$ cat src/rtl/seg7_mux_ctrl_if.sv
// CPU register-bus view of the 7-segment controller: select, direction, index, write and read data.
interface seg7_mux_ctrl_if;
  logic       cs;
  logic       rw;
  logic [1:0] addr;
  logic [7:0] din;
  logic [7:0] dout;

  modport master (output cs, rw, addr, din, input dout);
  modport slave  (input cs, rw, addr, din, output dout);
endinterface

$ cat src/rtl/seg7_mux_ctrl.sv
// Two-digit multiplexed 7-segment controller with hex/raw modes, blanking, blink and anti-ghost dead-time.
// Optional SEG_BRIGHTNESS_EN adds a 3-bit PWM brightness field in CTRL[7:5].
module seg7_mux_ctrl #(
  parameter int CLK_HZ            = 6000000,
  parameter int REFRESH_HZ        = 50,
  parameter int BLANK_CYCLES      = 16,
  parameter int BLINK_SLOTS       = 50,
  parameter int SEG_ACTIVE_LOW    = 0,
  parameter int ANODE_ACTIVE_HIGH = 1
) (
  input  logic             sys_clk,
  input  logic             sys_res,
  seg7_mux_ctrl_if.slave   bus,
  output logic [8:0]       seg_led_h,
  output logic [8:0]       seg_led_l
);

  localparam int DIV      = CLK_HZ / (REFRESH_HZ * 2);
  localparam int SHOW_LEN = DIV - BLANK_CYCLES;
  localparam int CW       = $clog2(DIV);
  localparam int BW       = $clog2(BLINK_SLOTS + 1);
  localparam logic SEG_INV = (SEG_ACTIVE_LOW != 0);
  localparam logic AN_ON   = (ANODE_ACTIVE_HIGH != 0);
`ifdef SEG_BRIGHTNESS_EN
  localparam logic [7:0] CTRL_MASK = 8'hFF;
`else
  localparam logic [7:0] CTRL_MASK = 8'h1F;
`endif

  typedef enum logic [1:0] {SHOW_L, GAP_LH, SHOW_H, GAP_HL} state_t;

  state_t          state_q, state_nxt;
  logic [CW-1:0]   cnt_q, cnt_nxt;
  logic [BW-1:0]   blink_cnt_q, blink_cnt_nxt;
  logic            phase_q, phase_nxt;
  logic [7:0]      pat_q, pat_nxt;
  logic [7:0]      data_q, ctrl_q, raw_h_q, raw_l_q;
  logic            entering, digit_h, lit;
  logic [3:0]      nib;
  logic [7:0]      seg_h_nxt, seg_l_nxt;

  function automatic logic [6:0] hex7(input logic [3:0] n);
    case (n)
      4'h0: hex7 = 7'h3F;  4'h1: hex7 = 7'h06;  4'h2: hex7 = 7'h5B;  4'h3: hex7 = 7'h4F;
      4'h4: hex7 = 7'h66;  4'h5: hex7 = 7'h6D;  4'h6: hex7 = 7'h7D;  4'h7: hex7 = 7'h07;
      4'h8: hex7 = 7'h7F;  4'h9: hex7 = 7'h6F;  4'hA: hex7 = 7'h77;  4'hB: hex7 = 7'h7C;
      4'hC: hex7 = 7'h39;  4'hD: hex7 = 7'h5E;  4'hE: hex7 = 7'h79;  default: hex7 = 7'h71;
    endcase
  endfunction

  always_ff @(posedge sys_clk or posedge sys_res) begin
    if (sys_res) begin
      data_q  <= 8'h00;
      ctrl_q  <= 8'h00;
      raw_h_q <= 8'h00;
      raw_l_q <= 8'h00;
    end else if (bus.cs && !bus.rw) begin
      case (bus.addr)
        2'd0:    data_q  <= bus.din;
        2'd1:    ctrl_q  <= bus.din & CTRL_MASK;
        2'd2:    raw_h_q <= bus.din;
        default: raw_l_q <= bus.din;
      endcase
    end
  end

  always_comb begin
    bus.dout = 8'h00;
    if (bus.cs && bus.rw) begin
      case (bus.addr)
        2'd0:    bus.dout = data_q;
        2'd1:    bus.dout = ctrl_q;
        2'd2:    bus.dout = raw_h_q;
        default: bus.dout = raw_l_q;
      endcase
    end
  end

  always_comb begin
    state_nxt     = state_q;
    cnt_nxt       = cnt_q + 1'b1;
    blink_cnt_nxt = blink_cnt_q;
    phase_nxt     = phase_q;
    entering      = 1'b0;
    case (state_q)
      SHOW_L: if (cnt_q == CW'(SHOW_LEN - 1)) state_nxt = GAP_LH;
      SHOW_H: if (cnt_q == CW'(SHOW_LEN - 1)) state_nxt = GAP_HL;
      GAP_LH: if (cnt_q == CW'(DIV - 1)) begin
        state_nxt = SHOW_H;
        cnt_nxt   = '0;
        entering  = 1'b1;
      end
      default: if (cnt_q == CW'(DIV - 1)) begin
        state_nxt = SHOW_L;
        cnt_nxt   = '0;
        entering  = 1'b1;
        if (blink_cnt_q == BW'(BLINK_SLOTS - 1)) begin
          blink_cnt_nxt = '0;
          phase_nxt     = ~phase_q;
        end else begin
          blink_cnt_nxt = blink_cnt_q + 1'b1;
        end
      end
    endcase

    // Pattern is latched from pre-write registers; blink uses the phase of the slot being entered.
    digit_h = (state_q == GAP_LH);
    nib     = digit_h ? data_q[7:4] : data_q[3:0];
    pat_nxt = pat_q;
    if (entering) begin
      if (ctrl_q[1] || (ctrl_q[4] && !phase_nxt))
        pat_nxt = 8'h00;
      else if (ctrl_q[0])
        pat_nxt = digit_h ? raw_h_q : raw_l_q;
      else
        pat_nxt = {(digit_h ? ctrl_q[2] : ctrl_q[3]), hex7(nib)};
    end

`ifdef SEG_BRIGHTNESS_EN
    lit = (int'(cnt_nxt) < (((int'(ctrl_q[7:5]) + 1) * SHOW_LEN) >> 3));
`else
    lit = 1'b1;
`endif
    seg_l_nxt = (state_nxt == SHOW_L && lit) ? pat_nxt : 8'h00;
    seg_h_nxt = (state_nxt == SHOW_H && lit) ? pat_nxt : 8'h00;
  end

  always_ff @(posedge sys_clk or posedge sys_res) begin
    if (sys_res) begin
      state_q     <= SHOW_L;
      cnt_q       <= '0;
      blink_cnt_q <= '0;
      phase_q     <= 1'b1;
      pat_q       <= 8'h00;
      seg_led_l   <= {AN_ON, {8{SEG_INV}}};
      seg_led_h   <= {~AN_ON, {8{SEG_INV}}};
    end else begin
      state_q     <= state_nxt;
      cnt_q       <= cnt_nxt;
      blink_cnt_q <= blink_cnt_nxt;
      phase_q     <= phase_nxt;
      pat_q       <= pat_nxt;
      seg_led_l   <= {((state_nxt == SHOW_L) ? AN_ON : ~AN_ON), seg_l_nxt ^ {8{SEG_INV}}};
      seg_led_h   <= {((state_nxt == SHOW_H) ? AN_ON : ~AN_ON), seg_h_nxt ^ {8{SEG_INV}}};
    end
  end

endmodule

$ cat src/flat_wrapper.sv
// flat-port wrapper written by rule: the top's interface ports become plain ports
module seg7_mux_ctrl_flat 
#(
  parameter int CLK_HZ            = 6000000,
  parameter int REFRESH_HZ        = 50,
  parameter int BLANK_CYCLES      = 16,
  parameter int BLINK_SLOTS       = 50,
  parameter int SEG_ACTIVE_LOW    = 0,
  parameter int ANODE_ACTIVE_HIGH = 1
)
  (sys_clk, sys_res, seg_led_h, seg_led_l, bus_cs, bus_rw, bus_addr, bus_din, bus_dout);
  seg7_mux_ctrl_if bus_i ();
  input  logic sys_clk;
  input  logic sys_res;
  output logic [8:0] seg_led_h;
  output logic [8:0] seg_led_l;
  input wire logic [$bits(bus_i.cs)-1:0] bus_cs;
  input wire logic [$bits(bus_i.rw)-1:0] bus_rw;
  input wire logic [$bits(bus_i.addr)-1:0] bus_addr;
  input wire logic [$bits(bus_i.din)-1:0] bus_din;
  output wire logic [$bits(bus_i.dout)-1:0] bus_dout;
  assign bus_i.cs = bus_cs;
  assign bus_i.rw = bus_rw;
  assign bus_i.addr = bus_addr;
  assign bus_i.din = bus_din;
  assign bus_dout = bus_i.dout;
  seg7_mux_ctrl #(.CLK_HZ(CLK_HZ), .REFRESH_HZ(REFRESH_HZ), .BLANK_CYCLES(BLANK_CYCLES), .BLINK_SLOTS(BLINK_SLOTS), .SEG_ACTIVE_LOW(SEG_ACTIVE_LOW), .ANODE_ACTIVE_HIGH(ANODE_ACTIVE_HIGH)) u_core (.sys_clk(sys_clk), .sys_res(sys_res), .bus(bus_i), .seg_led_h(seg_led_h), .seg_led_l(seg_led_l));
endmodule
$ cat config.mk
export PLATFORM = sky130hd
export DESIGN_NAME = seg7_mux_ctrl_flat
export DESIGN_NICKNAME = d
export VERILOG_FILES = /design/src/rtl/seg7_mux_ctrl_if.sv /design/src/rtl/seg7_mux_ctrl.sv /design/src/flat_wrapper.sv
export SDC_FILE = /design/constraint.sdc
export NUM_CORES = 1
export LEC_CHECK = 0
export CAP_MARGIN = 25
export CORE_ASPECT_RATIO = 2
export CORE_MARGIN = 4
export CORE_UTILIZATION = 50
export DETAILED_ROUTE_END_ITERATION = 8
export HOLD_SLACK_MARGIN = 0.05
export PLACE_DENSITY = 0.7
export SLEW_MARGIN = 15
export SYNTH_ARGS = -nofsm -noshare
export SYNTH_HDL_FRONTEND = slang
export SYNTH_SLANG_ARGS = --single-unit
$ cat constraint.sdc
create_clock -name sys_clk -period 4.2 [get_ports sys_clk]
set_clock_uncertainty 0.2 [all_clocks]
set_input_delay 0.42 -clock sys_clk [delete_from_list [all_inputs] [get_ports sys_clk]]
set_output_delay 0.42 -clock sys_clk [all_outputs]
set_load 0.05 [all_outputs]
# [After elaboration in Yosys (flattened, before gate mapping)]
# Memories as Yosys holds them, arrays and structs flattened.
# Index checks and enable logic that the tools add are counted.
[totals] reg_bits=80 input_bits=14 word_cells=67 n_memories=1 rom_bits=112 out_inout_bits=26
[classes] eq_ne=8 n_reduce_logical=17 add_sub_neg=2 n_mux=25 bitwise=3
[mem_list] name="(no name shown)" depth=16 word_bits=7 read_ports=1 rd_ports_with_merged_regs=0 wr=0 line_no="seg7_mux_ctrl.sv:43" source="case (n)"
[op_table] op="$mux 8" n=7
[op_table] op="$eq 16x16->1 const B" n=2
[op_table] op="$mux 16" n=2
[op_table] op="$pmux 8 s3" n=1
[op_table] op="$add 16x1->16 const B" n=1
[op_table] op="$reduce_and 2->1" n=5
[op_table] op="$mux 1" n=8
[op_table] op="$mux 2" n=4
[op_table] op="$add 6x1->6 const B" n=1
[op_table] op="$eq 2x2->1 const B" n=3
[op_table] op="$eq 6x6->1 const B" n=1
[op_table] op="$logic_not 2->1" n=3
[op_table] op="$mux 6" n=1
[op_table] op="$pmux 2 s3" n=1
[op_table] op="$reduce_or 3->1" n=2
[op_table] op="$eq 2x1->1 const B" n=2
[op_table] op="$mux 4" n=1
[op_table] op="$logic_and 1x1->1" n=3
[op_table] op="$not 1->1" n=3
[op_table] op="$logic_not 1->1" n=2
[op_table] op="$reduce_or 2->1" n=1
[op_table] op="$logic_or 1x1->1" n=1

# [Longest topological paths before layout]
# Gate-level depths: netlist of the first run.
[logic_depth] depth_word=10 mapped_depth=10 ltp_nobuf=9

# [Worst setup path after synthesis of the first run]
# Ideal clock, no wire load.
[synth_path] path_kind="reg-to-reg" from="register u_core.state_q[1]" to="register u_core.seg_led_l[3]" arrival_ns=2.329 required_ns=3.881 path_buffers=1 stages_incl_launch_ff=10 period_less_slack_ns=2.648 slack_ns=1.552 cell_sequence="dfrtp_1 and2b_1 buf_4 mux2i_4 inv_1 ha_1 or3_1 a311oi_1 o21ai_2 and2_1"
[synth_between] elab_chain_cells=9 word_cells_on_any_way=23 cone_classes="2 x eq/ne; 13 x mux; 7 x reduce/logical; 1 x memory"
[synth_rtl] item="from (decl)" line_no="seg7_mux_ctrl.sv:32" source="state_t state_q, state_nxt;"
[synth_rtl] item="from (signal assigned)" line_no="seg7_mux_ctrl.sv:138" source="state_q <= state_nxt;"
[synth_rtl] item="parallel branches: the longest is 7 deep, another holds $mem_v2 16x7"
[synth_rtl] item="$mux 8 (*)" line_no="seg7_mux_ctrl.sv:110" source="if (entering) begin"
[synth_rtl] item="net u_core.pat_nxt[3]" line_no="seg7_mux_ctrl.sv:36" source="logic [7:0] pat_q, pat_nxt;"
[synth_rtl] item="$mux 8 (*)" line_no="seg7_mux_ctrl.sv:124" source="seg_l_nxt = (state_nxt == SHOW_L && lit) ? pat_nxt : 8'h00;"
[synth_rtl] item="net u_core.seg_l_nxt[3]" line_no="seg7_mux_ctrl.sv:40" source="logic [7:0] seg_h_nxt, seg_l_nxt;"
[synth_rtl] item="to (signal assigned)" line_no="seg7_mux_ctrl.sv:135" source="seg_led_l <= {AN_ON, {8{SEG_INV}}};"
[synth_rtl] item="to (signal assigned)" line_no="seg7_mux_ctrl.sv:143" source="seg_led_l <= {((state_nxt == SHOW_L) ? AN_ON : ~AN_ON), seg_l_nxt ^ {8{SEG_INV}}};"
[synth_rtl] item="to (decl)" line_no="seg7_mux_ctrl.sv:15" source="output logic [8:0] seg_led_l"
# Mark *: on every way through the listed nets, which the timed path passes.
# A chain may end at the register's enable or synchronous reset.

# [Final worst setup path of the first run]
[layout_path] from="input bus_addr[1]" to="output bus_dout[4]"
[layout_between] elab_chain_cells=3 word_cells_on_any_way=5 cone_classes="2 x eq/ne; 2 x mux; 1 x reduce/logical"
[layout_rtl] item="from (decl)" line_no="flat_wrapper.sv:19" source="input wire logic [$bits(bus_i.addr)-1:0] bus_addr;"
[layout_rtl] item="$eq 2x2->1, or another cell as far along" line_no="seg7_mux_ctrl.sv:70" source="case (bus.addr)"
[layout_rtl] item="$pmux 8 s3 (*)" line_no="seg7_mux_ctrl.sv:70"
[layout_rtl] item="$mux 8 (*)" line_no="seg7_mux_ctrl.sv:69" source="if (bus.cs && bus.rw) begin"
[layout_rtl] item="to (decl)" line_no="flat_wrapper.sv:21" source="output wire logic [$bits(bus_i.dout)-1:0] bus_dout;"
# Every way passes the cells marked *; elsewhere a longest branch is shown, timed or not.

==> qor.tcl, run 1 <==
set qor(vias_in_the_first_global_route) 2910
set qor(maximum_buffer_depth_of_the_clock_tree) 2
set qor(critical_path.max_fanout) 12
set qor(tritoncts) {done}
set qor(drt-initial-drc-count) 84
set qor(r2r.worst_path.cells) 8
set qor(netSwitchingFraction) 0.2592
set qor(number_of_antenna_violations_at_the_first_check_in_global_routing) 0
set qor(p_int_mw) 1.505
set qor(synth-main-ff-cell) {sky130_fd_sc_hd__dfrtp_1}
set qor(synth_edf_count) 0
set qor(ys_warn_count) 0
set qor(pwr-share-clk) 0.389
set qor(power_frac_seq) 0.451
set qor(largest_net_degree_at_the_start_of_global_routing) 46
set qor(ant_nets) 0
set qor(mostFrequentLayoutCells) {sky130_fd_sc_hd__dfrtp_1 (78), sky130_fd_sc_hd__nand2_1 (41), sky130_fd_sc_hd__clkdlybuf4s50_1 (39)}
set qor(clockRootBuffer) {sky130_fd_sc_hd__clkbuf_16}
set qor(synth.yosys.seq_area_share) 0.5042
set qor(insertedDiodeCount) 0
set qor(worst_r2r_endpoint) {u_core.seg_led_l[3]$_DFF_PP0_}
set qor(total_nets_after_synthesis) 373
set qor(detailed_place_hpwl_mm) 6.522
set qor(chipWidth_um) 71.05
set qor(crit_path_start_kind) {input pin}
set qor(combinationalPowerShare) 0.161
set qor(synth.distinct_cells) 59
set qor(status) {finished clean}
set qor(instances_no_fill) 492
set qor(crit_arrival_ns) 2.69
set qor(endpoint_required_time_on_the_critical_path_ns) 3.58
set qor(worst_ir_drop_vdd_mv) 0.3019
set qor(timing.final.crit_period_ns) 3.310
set qor(drt-total-wl_mm) 8.686
set qor(number_of_buffers_added_on_ports) 39
set qor(share_of_layout_cells_above_drive_strength_1) 0.1985
set qor(worstSkewPairLatency_ns) 0.33
set qor(grt_util_all_layers) 0.1960
set qor(p_leak_nw) 2.126
set qor(floorplan.core_area_sq_um) 7657
set qor(place_congestion) 0.8645
set qor(final_net_count) 414
set qor(layout-area-overhead-vs-synth_pct) 19.61
set qor(slew_viol_final) 0
set qor(drc_errors) 0
set qor(hold_path_class) {input pin to asynchronous set/reset pin}
set qor(final-hold-violation-count) 0
set qor(postCtsResizedCells) 0
set qor(netlist_instances) 353
set qor(reg2reg_from) {u_core.state_q[1]$_DFF_PP0_}
set qor(die-height_um) 134.1
set qor(pwr_density_cell_nw_per_um2) 427.2
set qor(postPlaceCellArea_sq_um) 4448
set qor(synth.cell_area_sq_um) 3975
set qor(timing.setup.tns_ns) 0
set qor(global_route.overflow_total) 0
set qor(worstMarginPinSlew_ns) 0.8237
set qor(timing.max_cap.violations) 0
set qor(post_synth.cell_area_avg_sq_um) 11.26
set qor(post_drt_via_cell_ratio) 5.791
set qor(design_power_total_mw) 2.031
set qor(numPlacedInstances) 477
set qor(synth-async-reset-ratio) 1.000
set qor(cp-end-kind) {primary output}
set qor(layout.cells.most_common) {sky130_fd_sc_hd__dfrtp_1}
set qor(avgRoutedWirePerCell_um) 17.65
set qor(crit_type) {input pin to primary output}
set qor(slew-limit-headroom) 0.4488
set qor(achievable-frequency_ghz) 0.3021
set qor(drt_first_pass_iters) 4
set qor(timing.reg2reg.setup_slack_ns) 1.15
set qor(cts.reportedPaths.clkPinSlew_ns) 0.05
set qor(cts_setup_buffers) 0
set qor(die_area_sq_um) 9527
set qor(io_pins) 40
set qor(net_load_switching_power_mw) 0.5266
set qor(postLayoutCellArea_sq_um) 4755
set qor(rows) 45
set qor(tritoncts_num_sinks) 80
set qor(cts-hold-fix-buffers) 0
set qor(tritoncts.num_buffers) 9
set qor(htreeDepth) 3
set qor(route.vias.total) 2849
set qor(setup_repair_after_global_routing_missed_its_margin) {false}
set qor(yosys_register_bits) 80
set qor(grt_pass1_wl_mm) 14.45
set qor(initial_utilization) 0.5191
set qor(post-route-period-util) 0.7881
set qor(finalSetupViolCount) 0
## routing by layer
metal  vias to the layer above  track usage  wire length, um
met3                        20      0.04501              250
li1                       1333            -                -
met2                        63       0.3459             4853
met4                         0       0.1015              315
met5                         -            0                0
met1                      1433       0.2143             3267
## critical path, cell delays in order
cell and delay, ns:
sky130_fd_sc_hd__clkdlybuf4s50_1 0.82, sky130_fd_sc_hd__mux4_2 0.57, sky130_fd_sc_hd__nor2b_1 0.16, sky130_fd_sc_hd__clkdlybuf4s50_1 0.71
## final cells by class
type,instances,area [sq um]
clock buffer,12,266.5
clock inverter,3,40.04
fill,650,2903
inverter,13,48.80
multi-input combinational,247,1857
sequential,80,2004
tap,94,117.6
timing repair buffer,43,420.4
## cell families after synthesis
family	after synthesis	synth area share
adders and majority gates	6	0.01889
buffers and inverters	26	0.02864
DFF	80	0.5042
muxes	48	0.1545
xor gates and xnor gates	17	0.03746
and+or+nand+nor	127	0.1624
AOI/OAI and AO/OA	49	0.09380
## worst max path at each step
stage	startpoint	slack, ns	cells after the start	endpoint
2_1_floorplan	sys_res	1.53	1	asynchronous set/reset pin
3_3_place_gp	bus_addr[1]	0.89	4	bus_dout[4]
3_5_place_dp	bus_addr[1]	0.87	4	bus_dout[4]
4_1_cts	bus_addr[1]	0.87	4	bus_dout[4]
5_1_grt	bus_addr[1]	0.79	4	bus_dout[4]
6_report	bus_addr[1]	0.89	4	bus_dout[4]
## power by group through the flow
| stage | Combinational (mW) | Sequential [mW] | Clock, mW |
|---|---|---|---|
| 3_5_place_dp | 0.325 | 0.927 | 0 |
| 6_report | 0.326 | 0.915 | 0.790 |
| 3_3_place_gp | 0.318 | 0.925 | 0 |
| 4_1_cts | 0.327 | 0.914 | 0.802 |
| 5_1_grt | 0.356 | 0.924 | 0.845 |
| 2_1_floorplan | 0.259 | 0.886 | 0 |
## flip-flops by register name (all words and copies together) (netlist names), named ones only
| name | flops |
|---|---|
| u_core.blink_cnt_q | 6 |
| u_core.cnt_q | 16 |
| u_core.ctrl_q | 5 |
| u_core.data_q | 8 |
| u_core.pat_q | 7 |
| u_core.phase_q | 1 |
| u_core.raw_h_q | 8 |
| u_core.raw_l_q | 8 |
| u_core.seg_led_h | 9 |
| u_core.seg_led_l | 9 |
| u_core.state_q | 2 |
## metrics by stage
step	hold WS, ns	util	setup slack [ns]
floorplan	0.2383	-	1.532
global placement	0.2578	0.5809	0.8876
detailed placement	0.2721	0.5809	0.8681
CTS	0.1493	0.6209	0.8719
global route	0.1706	0.6209	0.7934
finish	0.1411	0.6209	0.8899
## cells in the mapped netlist, types with 2 or more instances
| cell type | count | area share |
|---|---|---|
| sky130_fd_sc_hd__inv_1 | 12 | 0.011 |
| sky130_fd_sc_hd__o31ai_1 | 3 | 0.0057 |
| sky130_fd_sc_hd__a22oi_1 | 5 | 0.0094 |
| sky130_fd_sc_hd__a31oi_1 | 7 | 0.011 |
| sky130_fd_sc_hd__nand2_1 | 41 | 0.039 |
| sky130_fd_sc_hd__and3_1 | 8 | 0.013 |
| sky130_fd_sc_hd__a21oi_1 | 6 | 0.0076 |
| sky130_fd_sc_hd__mux4_2 | 6 | 0.034 |
| sky130_fd_sc_hd__buf_2 | 4 | 0.0050 |
| sky130_fd_sc_hd__nand4b_1 | 2 | 0.0044 |
| sky130_fd_sc_hd__xor2_1 | 8 | 0.018 |
| sky130_fd_sc_hd__ha_1 | 6 | 0.019 |
| sky130_fd_sc_hd__buf_1 | 2 | 0.0019 |
| sky130_fd_sc_hd__nand3_1 | 10 | 0.013 |
| sky130_fd_sc_hd__nor2_1 | 33 | 0.031 |
| sky130_fd_sc_hd__nand4_1 | 5 | 0.0079 |
| sky130_fd_sc_hd__dfstp_2 | 2 | 0.013 |
| sky130_fd_sc_hd__o21ai_1 | 3 | 0.0038 |
| sky130_fd_sc_hd__xnor2_1 | 9 | 0.020 |
| sky130_fd_sc_hd__o211ai_1 | 2 | 0.0038 |
| sky130_fd_sc_hd__a221oi_1 | 2 | 0.0044 |
| sky130_fd_sc_hd__mux2_2 | 37 | 0.10 |
| sky130_fd_sc_hd__clkbuf_1 | 4 | 0.0038 |
| sky130_fd_sc_hd__o21ai_0 | 5 | 0.0063 |
| sky130_fd_sc_hd__nor2b_1 | 7 | 0.011 |
| sky130_fd_sc_hd__buf_4 | 3 | 0.0057 |
| sky130_fd_sc_hd__o21ai_2 | 3 | 0.0066 |
| sky130_fd_sc_hd__mux2i_1 | 4 | 0.010 |
| sky130_fd_sc_hd__dfrtp_1 | 78 | 0.49 |
| sky130_fd_sc_hd__and2_1 | 7 | 0.011 |
Power figures use the tool's default switching activity.
==> run 2, diff against run 1 <==
==> constraint.sdc (replaced) <==
create_clock -name sys_clk -period 3.4 [get_ports sys_clk]
set_clock_uncertainty 0.2 [all_clocks]
set_input_delay 0.34 -clock sys_clk [delete_from_list [all_inputs] [get_ports sys_clk]]
set_output_delay 0.34 -clock sys_clk [all_outputs]
set_load 0.05 [all_outputs]
==> run 2 against run 1 <==
Effect of this change:
- first-iteration DRC count is 43% higher
- worst setup slack lost 0.41 ns
- critical path type unchanged
- combinational power up 29%
- clock-buffer cell count increased by 1
- wire length fell by 1.2%
- sequential share of layout area fell by 0.38 points
- critical endpoint is now bus_dout[7]
- global-route usage down 0.32 points
- power up 23%
- critical path depth increased by 2
- largest power group unchanged
- flip-flop and latch count stayed put
- register-to-register slack got worse by 0.52 ns
- die area did not move
- highest routed layer unchanged
==> qor.tcl, run 2 (synthesized netlist as in run 1, its figures left out) <==
set qor(status) {finished clean} ;# unchanged
set qor(worst_ir_drop_vdd_mv) 0.3663 ;# was 0.3019 mV
set qor(timing.final.crit_period_ns) 2.920
set qor(drc_errors) 0 ;# unchanged
set qor(die-height_um) 134.1 ;# unchanged
set qor(crit_arrival_ns) 2.38 ;# was 2.69 ns
set qor(detailed_place_hpwl_mm) 6.423 ;# was 6.522 mm
set qor(timing.reg2reg.setup_slack_ns) 0.63 ;# was 1.15 ns
set qor(fillCellCount) 641 ;# was 650
set qor(worst_r2r_endpoint) {u_core.seg_led_l[3]$_DFF_PP0_} ;# unchanged
set qor(post_drt_via_cell_ratio) 5.741 ;# was 5.791
set qor(insertedDiodeCount) 0 ;# unchanged
set qor(postPlaceCellArea_sq_um) 4496 ;# was 4448 sq um
set qor(layout.cells.most_common) {sky130_fd_sc_hd__dfrtp_1} ;# unchanged
set qor(final-hold-violation-count) 0 ;# unchanged
set qor(layout-area-overhead-vs-synth_pct) 20.71 ;# was 19.61%
set qor(cell_mode_on_critical_path) {sky130_fd_sc_hd__clkdlybuf4s50_1} ;# unchanged
set qor(registers.top_by_ff_count) {u_core.cnt_q} ;# unchanged
set qor(drt-total-wl_mm) 8.586 ;# was 8.686 mm
set qor(htreeDepth) 3 ;# unchanged
set qor(multiInputGateArea_sq_um) 1857 ;# unchanged
set qor(achievable-frequency_ghz) 0.3425
set qor(avgRoutedWirePerCell_um) 17.24 ;# was 17.65 um
set qor(timing.setup.tns_ns) 0 ;# unchanged
set qor(post-route-period-util) 0.8587
set qor(worstMarginPinSlew_ns) 0.6103 ;# was 0.8237 ns
set qor(endpoint_required_time_on_the_critical_path_ns) 2.86 ;# was 3.58 ns
set qor(crit_path_launch) {bus_addr[0]} ;# was bus_addr[1]
set qor(drt_first_pass_iters) 4 ;# unchanged
set qor(grt_util_all_layers) 0.1928 ;# was 0.1960
set qor(worstSkewPairLatency_ns) 0.33 ;# about the same
set qor(crit_type) {input pin to primary output} ;# unchanged
set qor(timing.max_cap.violations) 0 ;# unchanged
set qor(p_leak_nw) 2.149 ;# was 2.126 nW
set qor(tritoncts) {done} ;# unchanged
set qor(slew-limit-headroom) 0.5815 ;# was 0.4488
set qor(number_of_buffers_added_on_ports) 39 ;# unchanged
set qor(crit_path_end) {bus_dout[7]} ;# was bus_dout[4]
set qor(combinationalPowerShare) 0.168 ;# was 0.161
set qor(vias_in_the_first_global_route) 2892 ;# was 2910
set qor(route.vias.total) 2859 ;# was 2849
set qor(net_load_switching_power_mw) 0.6563 ;# was 0.5266 mW
set qor(final_net_count) 419 ;# was 414
set qor(crit_path_cell_trace) {clkdlybuf4s50_1 -> buf_4 -> mux2_2 -> a22oi_1 -> nor2_1 -> clkdlybuf4s50_1} ;# was clkdlybuf4s50_1 -> mux4_2 -> nor2b_1 -> clkdlybuf4s50_1
set qor(setup_repair_after_global_routing_missed_its_margin) {false} ;# unchanged
set qor(maximum_buffer_depth_of_the_clock_tree) 2 ;# unchanged
set qor(finalSetupViolCount) 0 ;# unchanged
set qor(p_int_mw) 1.851 ;# was 1.505 mW
set qor(ant_nets) 0 ;# unchanged
set qor(rows) 45 ;# unchanged
set qor(pwr_density_cell_nw_per_um2) 522.5 ;# was 427.2 nW/um^2
set qor(slew_viol_final) 0 ;# unchanged
set qor(pwr-share-clk) 0.385 ;# was 0.389
set qor(postLayoutCellArea_sq_um) 4798 ;# was 4755 sq um
set qor(die_area_sq_um) 9527 ;# unchanged
set qor(clockRootBuffer) {sky130_fd_sc_hd__clkbuf_16} ;# unchanged
set qor(tritoncts.num_buffers) 9 ;# unchanged
set qor(hold_path_class) {input pin to asynchronous set/reset pin} ;# unchanged
set qor(global_route.overflow_total) 0 ;# unchanged
set qor(cts-hold-fix-buffers) 0 ;# unchanged
set qor(initial_utilization) 0.5191 ;# unchanged
set qor(reg2reg_from) {u_core.state_q[1]$_DFF_PP0_} ;# unchanged
set qor(share_of_layout_cells_above_drive_strength_1) 0.2079 ;# was 0.1985
set qor(cts_setup_buffers) 0 ;# unchanged
set qor(drt-initial-drc-count) 120 ;# was 84
set qor(cp_slowest_cell) {sky130_fd_sc_hd__clkdlybuf4s50_1} ;# unchanged
set qor(timing.critical_path.slowest_cell_delay_ns) 0.71 ;# was 0.82 ns
set qor(largest_register_ffs) 16 ;# unchanged
set qor(number_of_antenna_violations_at_the_first_check_in_global_routing) 0 ;# unchanged
set qor(critical_path.max_fanout) 9 ;# was 12
set qor(cp-end-kind) {primary output} ;# unchanged
set qor(io_pins) 40 ;# unchanged
set qor(netSwitchingFraction) 0.2618 ;# was 0.2592
set qor(postCtsResizedCells) 0 ;# unchanged
set qor(chipWidth_um) 71.05 ;# unchanged
set qor(sequential_cell_area_in_the_final_layout_sq_um) 2004 ;# unchanged
set qor(place_congestion) 0.8417 ;# was 0.8645
set qor(grt_pass1_wl_mm) 14.28 ;# was 14.45 mm
set qor(largestRegisters) {u_core.cnt_q x16, u_core.seg_led_h x9, u_core.seg_led_l x9} ;# unchanged
set qor(floorplan.core_area_sq_um) 7657 ;# unchanged
set qor(cts.reportedPaths.clkPinSlew_ns) 0.06 ;# was 0.05 ns
set qor(tritoncts_num_sinks) 80 ;# unchanged
set qor(largest_net_degree_at_the_start_of_global_routing) 81 ;# was 46
set qor(holdWs_ns) 0.2355 ;# was 0.1411 ns
set qor(crit_path_start_kind) {input pin} ;# unchanged
set qor(mostFrequentLayoutCells) {sky130_fd_sc_hd__dfrtp_1 (78), sky130_fd_sc_hd__nand2_1 (41), sky130_fd_sc_hd__clkdlybuf4s50_1 (38)} ;# was sky130_fd_sc_hd__dfrtp_1 (78), sky130_fd_sc_hd__nand2_1 (41), sky130_fd_sc_hd__clkdlybuf4s50_1 (39)
set qor(r2r.worst_path.cells) 8 ;# unchanged
set qor(power_frac_seq) 0.447 ;# was 0.451
[run 2: routing by layer]
layer,vias to the layer above,wire [um],global-route usage
met2,50,4899,0.3604
li1,1344,-,-
met3,11,166,0.03301
met5,-,0,0
met1,1454,3360,0.2076
met4,0,159,0.08159
[run 2: worst max-delay path, delay by kind of cell]
kind            cells  cell delay, ns
simple gates        1            0.06
buf+inv             3            1.48
mux                 1            0.35
compound gates      1            0.15
[run 2: cell type report]
| type | count | area share |
|---|---|---|
| flip-flops and latches | 80 | 0.4177 |
| multi-input cells | 247 | 0.3870 |
| repair buffers | 48 | 0.09752 |
| clock buffers | 13 | 0.05424 |
| well taps | 94 | 0.02451 |
| inverters | 13 | 0.01017 |
| clock inverters | 3 | 0.008866 |
[run 2: worst min path at each step]
stage	start	endpoint	slack [ns]	cells after the start
2_1_floorplan	u_core.blink_cnt_q[5]$_DFFE_PP0P_	u_core.blink_cnt_q[5]$_DFFE_PP0P_	0.24	1
3_3_place_gp	u_core.blink_cnt_q[5]$_DFFE_PP0P_	u_core.blink_cnt_q[5]$_DFFE_PP0P_	0.26	1
3_5_place_dp	u_core.blink_cnt_q[5]$_DFFE_PP0P_	u_core.blink_cnt_q[5]$_DFFE_PP0P_	0.27	1
6_report	sys_res	u_core.blink_cnt_q[1]$_DFFE_PP0P_	0.24	3
4_1_cts	sys_res	u_core.blink_cnt_q[1]$_DFFE_PP0P_	0.25	3
5_1_grt	sys_res	u_core.cnt_q[3]$_DFF_PP0_	0.30	3
[run 2: metrics by stage]
step / setup slack [ns] / util / instances / total power [mW]
3_3_place_gp: 0.4947 / 0.5871 / 482 / 1.545
3_5_place_dp: 0.4807 / 0.5871 / 482 / 1.556
4_1_cts: 0.4759 / 0.6266 / 498 / 2.526
6_report: 0.4804 / 0.6266 / 498 / 2.507
2_1_floorplan: 0.7525 / - / 353 / 1.415
5_1_grt: 0.3962 / 0.6266 / 498 / 2.618
[run 2: power by group through the flow]
stage,clock network [mW],logic [mW],registers [mW]
after floorplan,0,0.320,1.09
after global placement,0,0.412,1.13
after detailed placement,0,0.420,1.14
after CTS,0.984,0.424,1.12
after global routing,1.03,0.462,1.13
final,0.966,0.420,1.12
==> run 3, diff against run 2 <==
--- a/config.mk
+++ b/config.mk
@@ -12,6 +12,7 @@
 export DETAILED_ROUTE_END_ITERATION = 8
 export HOLD_SLACK_MARGIN = 0.05
 export PLACE_DENSITY = 0.7
+export RECOVER_POWER = 100
 export SLEW_MARGIN = 15
 export SYNTH_ARGS = -nofsm -noshare
 export SYNTH_HDL_FRONTEND = slang
==> run 3 against run 2 <==
Effect of this change:
- the flow now finishes with violations (max-capacitance violations, max-slew violations)
- worst setup slack worse by 0.14 ns
- sequential share of layout area is 0.54 points higher
- clock power is 0.6% lower
- non-clock buffer count stayed put
- first-iteration DRC count is 0.83% higher
- power is 0.58% lower
- final cell count stayed put
- maximum frequency is 4.5% lower
- global-route usage stayed put
- via count is 0.14% higher
- flip-flop and latch count stayed put
- final area is 1.3% lower
- critical path type unchanged
==> qor.tcl, run 3 (synthesized netlist as in run 1, its figures left out) <==
set qor(registers.top_by_ff_count) {u_core.cnt_q} ;# unchanged
set qor(io_pins) 40 ;# unchanged
set qor(place_congestion) 0.8417 ;# unchanged
set qor(mostFrequentLayoutCells) {sky130_fd_sc_hd__dfrtp_1 (78), sky130_fd_sc_hd__nand2_1 (41), sky130_fd_sc_hd__mux2_2 (37)} ;# was sky130_fd_sc_hd__dfrtp_1 (78), sky130_fd_sc_hd__nand2_1 (41), sky130_fd_sc_hd__clkdlybuf4s50_1 (38)
set qor(grt_pass1_wl_mm) 14.28 ;# unchanged
set qor(cts-hold-fix-buffers) 0 ;# unchanged
set qor(violations) {max-capacitance violations, max-slew violations}
set qor(hold_path_class) {register to register} ;# was input pin to asynchronous set/reset pin
set qor(die-height_um) 134.1 ;# unchanged
set qor(initial_utilization) 0.5191 ;# unchanged
set qor(tritoncts) {done} ;# unchanged
set qor(largestRegisters) {u_core.cnt_q x16, u_core.seg_led_h x9, u_core.seg_led_l x9} ;# unchanged
set qor(drt-initial-drc-count) 121 ;# was 120
set qor(drt_first_pass_iters) 4 ;# unchanged
set qor(drc_errors) 0 ;# unchanged
set qor(instances_no_fill) 498 ;# unchanged
set qor(layout.cells.most_common) {sky130_fd_sc_hd__dfrtp_1} ;# unchanged
set qor(share_of_layout_cells_above_drive_strength_1) 0.1832 ;# was 0.2079
set qor(final-hold-violation-count) 0 ;# unchanged
set qor(timing.final.crit_period_ns) 3.057 ;# was 2.920 ns
set qor(slew_viol_final) 81 ;# was 0
set qor(final_net_count) 419 ;# unchanged
set qor(number_of_buffers_added_on_ports) 39 ;# unchanged
set qor(htreeDepth) 3 ;# unchanged
set qor(avgRoutedWirePerCell_um) 17.22 ;# was 17.24 um
set qor(insertedDiodeCount) 0 ;# unchanged
set qor(crit_path_start_kind) {input pin} ;# unchanged
set qor(maximum_buffer_depth_of_the_clock_tree) 2 ;# unchanged
set qor(tritoncts.num_buffers) 9 ;# unchanged
set qor(cts_setup_buffers) 0 ;# unchanged
set qor(timing.max_cap.violations) 1 ;# was 0
set qor(timing.reg2reg.setup_slack_ns) 0.38 ;# was 0.63 ns
set qor(worst_r2r_endpoint) {u_core.seg_led_l[2]$_DFF_PP0_} ;# was u_core.seg_led_l[3]$_DFF_PP0_
set qor(numPlacedInstances) 482 ;# unchanged
set qor(pwr_density_cell_nw_per_um2) 526.2 ;# was 522.5 nW/um^2
set qor(reg2reg_from) {u_core.cnt_q[7]$_DFF_PP0_} ;# was u_core.state_q[1]$_DFF_PP0_
set qor(status) {complete, but fails checks} ;# was finished clean
set qor(postCtsResizedCells) 0 ;# unchanged
set qor(rows) 45 ;# unchanged
set qor(cts.reportedPaths.clkPinSlew_ns) 0.06 ;# about the same
set qor(crit_arrival_ns) 2.52 ;# was 2.38 ns
set qor(worst_ir_drop_vdd_mv) 0.3607 ;# was 0.3663 mV
set qor(worstMarginPinSlew_ns) 1.900 ;# was 0.6103 ns
set qor(layout-area-overhead-vs-synth_pct) 19.17 ;# was 20.71%
set qor(post_drt_via_cell_ratio) 5.749 ;# was 5.741
set qor(worstSkewPairLatency_ns) 0.33 ;# about the same
set qor(hold_depth) 2
set qor(finalSetupViolCount) 0 ;# unchanged
set qor(endpoint_required_time_on_the_critical_path_ns) 2.86 ;# about the same
set qor(achievable-frequency_ghz) 0.3272 ;# was 0.3425 GHz
set qor(crit_type) {input pin to primary output} ;# unchanged
set qor(r2r.worst_path.cells) 6 ;# was 8
set qor(tritoncts_num_sinks) 80 ;# unchanged
set qor(global_route.overflow_total) 0 ;# unchanged
set qor(route.vias.total) 2863 ;# was 2859
set qor(setup_repair_after_global_routing_missed_its_margin) {false} ;# unchanged
set qor(grt_util_all_layers) 0.1928 ;# unchanged
set qor(slew-limit-headroom) -0.2668 ;# was 0.5815
set qor(floorplan.core_area_sq_um) 7657 ;# unchanged
set qor(drt-total-wl_mm) 8.577 ;# was 8.586 mm
set qor(post-route-period-util) 0.8990 ;# was 0.8587
set qor(timing.setup.tns_ns) 0 ;# unchanged
set qor(clockRootBuffer) {sky130_fd_sc_hd__clkbuf_16} ;# unchanged
set qor(largest_net_degree_at_the_start_of_global_routing) 81 ;# unchanged
set qor(die_area_sq_um) 9527 ;# unchanged
set qor(cp-end-kind) {primary output} ;# unchanged
set qor(largest_register_ffs) 16 ;# unchanged
set qor(ant_nets) 0 ;# unchanged
set qor(p_leak_nw) 2.191 ;# was 2.149 nW
set qor(vias_in_the_first_global_route) 2892 ;# unchanged
set qor(detailed_place_hpwl_mm) 6.423 ;# unchanged
set qor(critical_path.max_fanout) 9 ;# unchanged
set qor(chipWidth_um) 71.05 ;# unchanged
set qor(number_of_antenna_violations_at_the_first_check_in_global_routing) 0 ;# unchanged
[run 3: cell type report]
| type | count | area [sq um] |
|---|---|---|
| Sequential cell | 80 | 2004 |
| Multi-Input combinational cell | 247 | 1822 |
| Clock buffer | 13 | 260.3 |
| Tap cell | 94 | 117.6 |
| Inverter | 13 | 48.80 |
| Fill cell | 652 | 2920 |
| Clock inverter | 3 | 42.54 |
| Timing Repair Buffer | 48 | 441.7 |
[run 3: where the power goes]
part / total (mW) / leakage (nW) / switching, mW / internal, mW
clock network: 0.960 / 0.146 / 0.352 / 0.607
registers: 1.12 / 1.04 / 0.0918 / 1.03
logic: 0.412 / 1.01 / 0.204 / 0.208
total: 2.49 / 2.19 / 0.648 / 1.84
[run 3: worst max path at each step]
stage,from,to,depth (start not counted)
6_report,bus_addr[1],bus_dout[7],6
5_1_grt,u_core.cnt_q[7]$_DFF_PP0_,u_core.seg_led_h[2]$_DFF_PP0_,6
4_1_cts,bus_addr[0],bus_dout[7],6
3_5_place_dp,bus_addr[0],bus_dout[7],6
3_3_place_gp,bus_addr[1],bus_dout[5],6
2_1_floorplan,u_core.state_q[1]$_DFF_PP0_,u_core.seg_led_l[3]$_DFF_PP0_,9
[run 3: per-layer routing]
| metal | routed length [um] | GRT usage | vias up |
|---|---|---|---|
| li1 | - | - | 1345 |
| met1 | 3291 | 0.2076 | 1460 |
| met2 | 4903 | 0.3604 | 49 |
| met3 | 213 | 0.03301 | 9 |
| met4 | 168 | 0.08159 | 0 |
| met5 | 0 | 0 | - |
[run 3: worst max-delay path: stages]
cell                            delay (ns)
sky130_fd_sc_hd__dlygate4sd3_1        0.63
sky130_fd_sc_hd__buf_4                0.21
sky130_fd_sc_hd__nor2_1               0.23
sky130_fd_sc_hd__a22oi_1              0.13
sky130_fd_sc_hd__nor2_1               0.09
sky130_fd_sc_hd__dlygate4sd3_1        0.88
[run 3: metrics by stage]
stage | utilization | setup WS, ns | instance area [sq um] | total power [mW] | hold WS [ns]
floorplan | - | 0.7525 | 3975 | 1.415 | 0.2383
global placement | 0.5871 | 0.4947 | 4496 | 1.545 | 0.2585
detailed placement | 0.5871 | 0.4807 | 4496 | 1.556 | 0.2694
CTS | 0.6266 | 0.4759 | 4798 | 2.526 | 0.2502
global route | 0.6186 | 0.1994 | 4737 | 2.609 | 0.3033
finish | 0.6186 | 0.3434 | 4737 | 2.492 | 0.2897
